==> src/rtl/fetch_queue.sv <==
// fetch_queue: instruction fetch front-end. Issues sequential instruction-memory
// reads, buffers returned words with their PC in a small FIFO and presents the
// head to the IF stage over valid/ready. Supports redirect (flush + new PC) and
// stops fetching once the halt opcode (ins[31:26] == 6'b111111) comes back.
module fetch_queue #(
    parameter int DEPTH  = 4,
    parameter int ADDR_W = 10
) (
    input  logic              clk,
    input  logic              rst,
    input  logic              start,
    input  logic [31:0]       start_pc,
    input  logic              redirect,
    input  logic [31:0]       redirect_pc,
    output logic              imem_req,
    output logic [ADDR_W-1:0] imem_addr,
    input  logic [31:0]       imem_rdata,
    output logic              ins_valid,
    output logic [31:0]       ins,
    output logic [31:0]       ins_pc,
    input  logic              ins_ready,
    output logic              halted
);

    localparam int PTR_W = $clog2(DEPTH);
    localparam int CNT_W = PTR_W + 1;

    typedef enum logic [1:0] {
        IDLE,
        FETCH,
        DRAIN,
        HALTED
    } state_t;

    state_t             state;
    state_t             state_nxt;
    logic [31:0]        pc;
    logic [31:0]        req_pc;
    logic               inflight;
    logic               squash;
    logic [CNT_W-1:0]   count;
    logic [PTR_W-1:0]   wr_ptr;
    logic [PTR_W-1:0]   rd_ptr;
    logic [31:0]        word_mem [DEPTH];
    logic [31:0]        pc_mem   [DEPTH];

    logic               redir;
    logic               halt_ret;
    logic               push;
    logic               pop;
    logic [CNT_W:0]     occupancy;

    // Redirect has no effect while idle; start owns that state.
    assign redir     = redirect & (state != IDLE);
    assign halt_ret  = inflight & ~squash & (imem_rdata[31:26] == 6'h3F);
    // Slots already committed: buffered words plus the read whose data is returning now.
    assign occupancy = {1'b0, count} + {{CNT_W{1'b0}}, inflight};

    assign imem_req  = (state == FETCH) & (occupancy < (CNT_W + 1)'(DEPTH))
                     & ~halt_ret & ~redirect;
    assign imem_addr = pc[ADDR_W-1:0];

    // A redirect flushes the queue, so a same-cycle return or pop is discarded.
    assign push      = inflight & ~squash & ~redir;
    assign ins_valid = (count != '0);
    assign pop       = ins_valid & ins_ready & ~redir;
    assign ins       = word_mem[rd_ptr];
    assign ins_pc    = pc_mem[rd_ptr];
    assign halted    = (state == HALTED);

    // State register.
    always_ff @(posedge clk or negedge rst) begin
        if (!rst) begin
            state <= IDLE;
        end else begin
            state <= state_nxt;
        end
    end

    // Next-state logic: start leaves IDLE, halt return drains, redirect refetches.
    always_comb begin
        state_nxt = state;
        case (state)
            IDLE: begin
                if (start) state_nxt = FETCH;
            end
            FETCH: begin
                if (redirect)      state_nxt = FETCH;
                else if (halt_ret) state_nxt = DRAIN;
            end
            DRAIN: begin
                if (redirect)                         state_nxt = FETCH;
                else if ((count == '0) && !inflight)  state_nxt = HALTED;
            end
            HALTED: begin
                if (redirect) state_nxt = FETCH;
            end
            default: state_nxt = IDLE;
        endcase
    end

    // Fetch PC, request PC and the one-deep in-flight/squash tracking.
    always_ff @(posedge clk or negedge rst) begin
        if (!rst) begin
            pc       <= '0;
            req_pc   <= '0;
            inflight <= 1'b0;
            squash   <= 1'b0;
        end else begin
            if ((state == IDLE) && start) begin
                pc <= start_pc;
            end else if (redir) begin
                pc <= redirect_pc;
            end else if (imem_req) begin
                pc <= pc + 32'd4;
            end
            if (imem_req) begin
                req_pc <= pc;
            end
            inflight <= imem_req;
            squash   <= redir ? inflight : 1'b0;
        end
    end

    // FIFO storage, pointers and occupancy count.
    always_ff @(posedge clk or negedge rst) begin
        if (!rst) begin
            count  <= '0;
            wr_ptr <= '0;
            rd_ptr <= '0;
            for (int unsigned i = 0; i < DEPTH; i++) begin
                word_mem[i] <= '0;
                pc_mem[i]   <= '0;
            end
        end else if (redir) begin
            count  <= '0;
            wr_ptr <= '0;
            rd_ptr <= '0;
        end else begin
            if (push) begin
                word_mem[wr_ptr] <= imem_rdata;
                pc_mem[wr_ptr]   <= req_pc;
                wr_ptr           <= wr_ptr + PTR_W'(1);
            end
            if (pop) begin
                rd_ptr <= rd_ptr + PTR_W'(1);
            end
            case ({push, pop})
                2'b10:   count <= count + CNT_W'(1);
                2'b01:   count <= count - CNT_W'(1);
                default: count <= count;
            endcase
        end
    end

endmodule

==> config.mk <==
export PLATFORM = sky130hd
export DESIGN_NAME = fetch_queue
export DESIGN_NICKNAME = d
export VERILOG_FILES = /design/src/rtl/fetch_queue.sv
export SDC_FILE = /design/constraint.sdc
export NUM_CORES = 1
export LEC_CHECK = 0
export CAP_MARGIN = 20
export CORE_MARGIN = 5
export CORE_UTILIZATION = 50
export DETAILED_ROUTE_END_ITERATION = 12
export PLACE_DENSITY = 0.83
export REMOVE_ABC_BUFFERS = 1
export SLEW_MARGIN = 10
export SYNTH_ARGS = -nofsm -noshare
export SYNTH_HDL_FRONTEND = slang
export SYNTH_SLANG_ARGS = --single-unit
==> constraint.sdc <==
create_clock -name clk -period 6.8 [get_ports clk]
set_clock_uncertainty 0.15 [all_clocks]
set_input_delay 1.7 -clock clk [delete_from_list [all_inputs] [get_ports clk]]
set_output_delay 1.7 -clock clk [all_outputs]
set_load 0.1 [all_outputs]
==> results.md, run 1 <==
- Die height: between 150 and 200 um
- Crit path kind: reg2out
- GRT Total Usage: a little over a fifth
- Seq/Total Area, Yosys: a little over half
- Hold Path Sink: pc_mem[5]
- CP cell instances: buf_12, mux4_2, clkdlybuf4s50_1
- Starting DRC count in detailed routing: 505
- Buffer depth of the longest clock path: 3
- Via count: roughly 10000
- Final period utilization: between 70 and 80%
- R2R depth: 7
- CP Buf/Inv Count: 2
- Final hold vios: 0
- #FFs+latches synth: roughly 330
- Vias in the first global route: 10714
- H-tree Lvls: 2
- Simple-gate area share of the yosys netlist: under 10%
- Clk slew on worst S/H paths: 60 ps
- Row count: 63
- DP Cell Count: 1626
- Setup Fix Bufs, Post-CTS: 0
- Worst slew pin tran: between 1000 and 1500 ps
- Global route total overflow: 0
- CP startpoint: rd_ptr[0]
- TritonCTS clock tree: yes
- DP Wirelength: around 23000 um
- Largest family of logic cells by synthesized area: multiplexers
- DR pass1 iterations: 4
- Cts bufs inserted: 37
- Initial antenna violation count: 0
- Layout area overhead: 22.2%
- Nets: roughly 1400
- Port Buffers: 177
- Initial core utilization: around 51%
- FF-to-FF Start: state[1]
- Slew HR: between 20% and 30%
- Most frequent cells in the layout: dfrtp_1 (329), mux2_2 (176), clkdlybuf4s50_1 (175)
- Layout cells sized above 1: roughly a quarter
- Final wirelength: about 36000 um
- Setup WS post-layout: between 1000 and 1500 ps
- Largest net degree at the start of global routing: between 150 and 200
- DRT antenna net count: 0
- Clock Sink Count: 331
- Setup TNS: 0 ps
- Post-synth ARST share: 100%
- Post-synthesis compound-gate area fraction: around 4.4%
- I/O Pins: approximately 180
- Placer congestion estimate: 0.843
- RSZ-0062 raised after global routing: no
- Critical path peak fanout: 39
- Hold WC Path Type: reg2reg
- Delay of the slowest cell on the worst path: 1010 ps
- Post-Synth Adder-Cell Area: 0.873%
- Reg2reg end: pc_mem[84]
- Clock Latency Late Sink: 520 ps
- Primary FF master, synth: dfrtp_1
- Global-route wire length before repair: between 50000 and 60000 um
- Critical Path Sink Type: primary output
- Die area: between 30000 and 40000 um2
- Setup-failing EPs final: 0
- Post-route DRC: 0
- Finished Layout Cells: roughly 1700
- Hold Startpoint: pc_mem[5]
- Syn Inst Count: approximately 1100
- Syn_area_per_cell: 13.6 um2
- Cts repair resizes: 0
- Vias per cell: 5.82
- Status: finished clean
- Multiplexer share of the synthesized area: 28.7%
- Number of synthesized flops with an enable pin: 0
- Worst endpoint data arrival time: 3460 ps
- MaxCap Viol Count: 0
- Per-cell routed wire length: around 22 um
- Slew Limit Fails: 0
- Crit start category: register
- Synth unique cells: between 60 and 70
- Post-synthesis xor/xnor area fraction: under 10%
- CTS root buffer: clkbuf_16
- CP max-delay cell: dfrtp_4
- Most common cell after layout, fill and taps aside: dfrtp_1
- Post-Syn Area: 15200 um2
- Ys Warns: 0
- Setup WS pre-CTS: 1680 ps
- WP data required: about 5000 ps
- Tmin final: between 5000 and 6000 ps
- R2R Setup Slk: about 4000 ps
- CTS Hold Bufs: 0
- Die X: about 180 um
- Placeable Area: around 30000 um2
- Worst hold stages: 1
- Largest delay share family, worst path: buffers and inverters
- Fmax: 0.188 GHz
## metrics by stage
stage | util [%] | instance area [um2] | hold WS [ps]
2_1_floorplan | - | 14800 | 309
3_3_place_gp | 57.9 | 17300 | 318
3_5_place_dp | 57.9 | 17300 | 327
4_1_cts | 62.3 | 18600 | 339
5_1_grt | 62.3 | 18600 | 344
6_report | 62.3 | 18600 | 336
## Yosys cell counts, types with 2 or more instances
master	n	share of area, %
mux2i_1	3	0.20
nor4_1	4	0.16
buf_4	11	0.54
a22o_1	3	0.17
inv_1	7	0.17
a31oi_1	9	0.37
a211oi_1	3	0.15
nor2_1	37	0.91
o22ai_1	9	0.37
buf_2	41	1.4
mux4_2	64	9.5
and2_1	2	0.082
xnor2_1	6	0.35
nand2_1	139	3.4
nor2b_1	2	0.082
ha_1	9	0.74
nand4_1	13	0.54
and3_1	2	0.082
nand3_1	19	0.63
a2bb2oi_1	7	0.40
buf_1	3	0.074
o211ai_1	3	0.15
o21ai_0	19	0.63
mux2_1	80	5.9
nand4_2	2	0.16
o311ai_1	2	0.12
nand2_2	6	0.25
a21oi_1	25	0.82
nand2b_1	2	0.082
clkbuf_1	20	0.49
mux2_2	176	13
xor2_1	13	0.75
dfrtp_1	331	55
a22oi_1	10	0.49
nor3_1	7	0.23
or3_1	3	0.12
## final cells by class
| class | count | area [um2] |
|---|---|---|
| Fill cell | 2240 | 11200 |
| Sequential cell | 331 | 8290 |
| Multi-Input combinational cell | 706 | 6530 |
| Timing Repair Buffer | 191 | 1920 |
| Clock buffer | 55 | 1130 |
| Tap cell | 390 | 488 |
| Clock inverter | 13 | 175 |
| Inverter | 8 | 30.0 |
| Antenna cell | 1 | 2.50 |
## registers in the layout, summed over array words and instances, names as in the netlist
name	cells
pc	32
squash	1
state	2
count	3
inflight	1
word_mem	128
pc_mem	128
req_pc	32
wr_ptr	2
rd_ptr	2
## cells by family after synthesis
kind of cell             Yosys count
flip-flops                       331
multiplexers                     323
AND/OR/NAND/NOR                  252
AO/OA/AOI/OAI                    102
buffers and inverters             83
XOR/XNOR                          19
adder cells (fa/ha/maj)           10
## how the worst max path moves through the flow
| stage | to | slack (ps) | cells after the start |
|---|---|---|---|
| floorplan | ins[0] | 1420 | 1 |
| global placement | imem_req | 1730 | 6 |
| detailed placement | imem_req | 1680 | 6 |
| CTS | ins_pc[20] | 1400 | 3 |
| global route | ins_pc[29] | 1320 | 3 |
| finish | ins_pc[20] | 1490 | 3 |
## worst register-to-register path, delay by kind of cell, from the launching register on
kind	cells	cell delay [ps]
AND/OR/NAND/NOR	3	890
buffers and inverters	2	540
multiplexers	1	390
adder cells (fa/ha/maj)	1	260
flip-flops	1	410
## per-layer routing
metal | part of all wire [%] | vias to the layer above | track usage, %
met5 | 0 | - | 0
met4 | 2.1 | 0 | 5.68
met3 | 6.4 | 53 | 4.44
met2 | 49 | 286 | 36.3
met1 | 43 | 5123 | 29.5
li1 | - | 4398 | -
Power of run 1 is not shown: default switching activity piles up to over one toggle a cycle in this logic, so the estimate is an artifact.
==> run 2: changes to the inputs <==
- clock period: 6.8 -> 5.6 ns (I/O delays scaled with it)
==> results.md, run 2 (synthesis gave the netlist of run 1 again) <==
- Layout Utilization: 62.3% (about the same)
- Nets: 1390 (was 1386)
- Per-cell routed wire length: 21.5 um (about the same)
- Final hold vios: 0 (unchanged)
- Final wirelength: 36300 um (was 36500 um)
- DR pass1 iterations: 5 (was 4)
- Layout cells sized above 1: 26.6% (was 26.2%)
- GRT Total Usage: 21.6% (was 21.7%)
- Post-route DRC: 0 (unchanged)
- Initial core utilization: 51.0% (unchanged)
- R2R depth: 6 (was 7)
- Hold WC Path Type: reg2reg (unchanged)
- Row count: 63 (unchanged)
- Setup WS pre-CTS: 1060 ps (was 1680 ps)
- R2R Setup Slk: 2820 ps (was 4030 ps)
- Setup TNS: 0 ps (unchanged)
- CTS Hold Bufs: 0 (unchanged)
- I/O Pins: 178 (unchanged)
- Starting DRC count in detailed routing: 711 (was 505)
- Hold Path Sink: pc_mem[11] (was pc_mem[5])
- Largest regs: pc_mem x128, word_mem x128 (unchanged)
- Largest net degree at the start of global routing: 117 (was 164)
- Fmax: ~0.21 GHz
- Crit path kind: reg2out (unchanged)
- Initial antenna violation count: 1 (was 0)
- Clk slew on worst S/H paths: 60 ps (about the same)
- TritonCTS clock tree: yes (unchanged)
- Layout area overhead: 22.2% (about the same)
- Port Buffers: 177 (unchanged)
- Ant diodes: 0 (was 1)
- Die height: 184 um (unchanged)
- Hold Startpoint: pc_mem[11] (was pc_mem[5])
- DRT antenna net count: 0 (unchanged)
- FF-to-FF Start: state[0] (was state[1])
- Critical path peak fanout: 18 (was 39)
- MaxCap Viol Count: 0 (unchanged)
- Worst slew pin tran: 1090 ps (was 1120 ps)
- Slew HR: 26.5% (was 25.5%)
- Vias in the first global route: 10653 (was 10714)
- Worst endpoint data arrival time: 3140 ps (was 3460 ps)
- Cts bufs inserted: 37 (unchanged)
- Reg2reg end: pc[26] (was pc_mem[84])
- Global-route wire length before repair: 58400 um (was 58900 um)
- Setup-failing EPs final: 0 (unchanged)
- Tmin final: 4690 ps
- Slew Limit Fails: 0 (unchanged)
- Status: finished clean (unchanged)
- Crit start category: register (unchanged)
- H-tree Lvls: 2 (unchanged)
- Vias per cell: 5.84 (was 5.82)
- Die area: 34000 um2 (unchanged)
- Placeable Area: 29800 um2 (unchanged)
- Most frequent cells in the layout: dfrtp_1 (329), mux2_2 (176), clkdlybuf4s50_1 (171) (was dfrtp_1 (329), mux2_2 (176), clkdlybuf4s50_1 (175))
- CTS root buffer: clkbuf_16 (unchanged)
- Setup Fix Bufs, Post-CTS: 0 (unchanged)
- Clock Sink Count: 331 (unchanged)
- Die X: 184 um (unchanged)
- Most common cell after layout, fill and taps aside: dfrtp_1 (unchanged)
- WP data required: 4050 ps (was 4950 ps)
- Critical Path Sink Type: primary output (unchanged)
- RSZ-0062 raised after global routing: no (unchanged)
- Worst hold stages: 1 (unchanged)
- Setup WS post-layout: 909 ps (was 1490 ps)
- Buffer depth of the longest clock path: 3 (unchanged)
- Filler instances: 2253 (was 2240)
- DP Wirelength: 23400 um (was 22800 um)
- Via count: 9886 (was 9860)
- Clock Latency Late Sink: 500 ps (was 520 ps)
- Final period utilization: a little over four fifths
- Global route total overflow: 0 (unchanged)
- Cts repair resizes: 0 (unchanged)
- Placer congestion estimate: 0.825 (was 0.843)
==> run 2: changes by cell type in the layout (fill, tap and decap cells not counted), moves of 2 or more <==
cell             before  now
clkinv_2              6    4
clkdlybuf4s50_1     175  171
buf_4                12   19
clkbuf_16            39   37
==> run 2: final cells by class <==
cell class	instances	area, um2	area share (%)
Clock buffer	53	1090	5.85
Timing Repair Buffer	195	1950	10.5
Multi-Input combinational cell	706	6530	35.2
Clock inverter	11	186	1.00
Inverter	8	30.0	0.162
Tap cell	390	488	2.63
Sequential cell	331	8290	44.7
==> run 2: layer usage <==
metal  GRT usage (%)  up-vias  wire, um
met5               0        -         7
met4            5.15        2       787
met3            4.18       59      2260
met2            36.4      311     18000
met1            29.3     5133     15300
li1                -     4381         -
==> run 2: worst max-delay path by stage <==
| stage | end | cells past startpoint | startpoint | slack [ps] |
|---|---|---|---|---|
| finish | ins_pc[5] | 3 | rd_ptr[0] | 910 |
| global route | ins_pc[5] | 3 | rd_ptr[0] | 760 |
| CTS | ins_pc[5] | 3 | rd_ptr[0] | 840 |
| detailed placement | imem_req | 6 | imem_rdata[28] | 1060 |
| global placement | imem_req | 6 | imem_rdata[28] | 1110 |
| floorplan | ins[0] | 1 | rd_ptr[0] | 520 |
==> run 2: worst max-delay path, cell delays in order, from the launching register on <==
cell and delay (ps):
dfrtp_4 620, buf_4 420, mux4_2 590, clkdlybuf4s50_1 990
==> run 2: metrics by stage <==
stage / hold WS (ps) / instances / cell area [um2]
after floorplan: 309 / 1045 / 14800
after global placement: 318 / 1630 / 17300
after detailed placement: 329 / 1630 / 17300
after CTS: 342 / 1694 / 18600
after global routing: 349 / 1694 / 18600
final: 339 / 1694 / 18600
Power of run 2 is left out for the same reason.
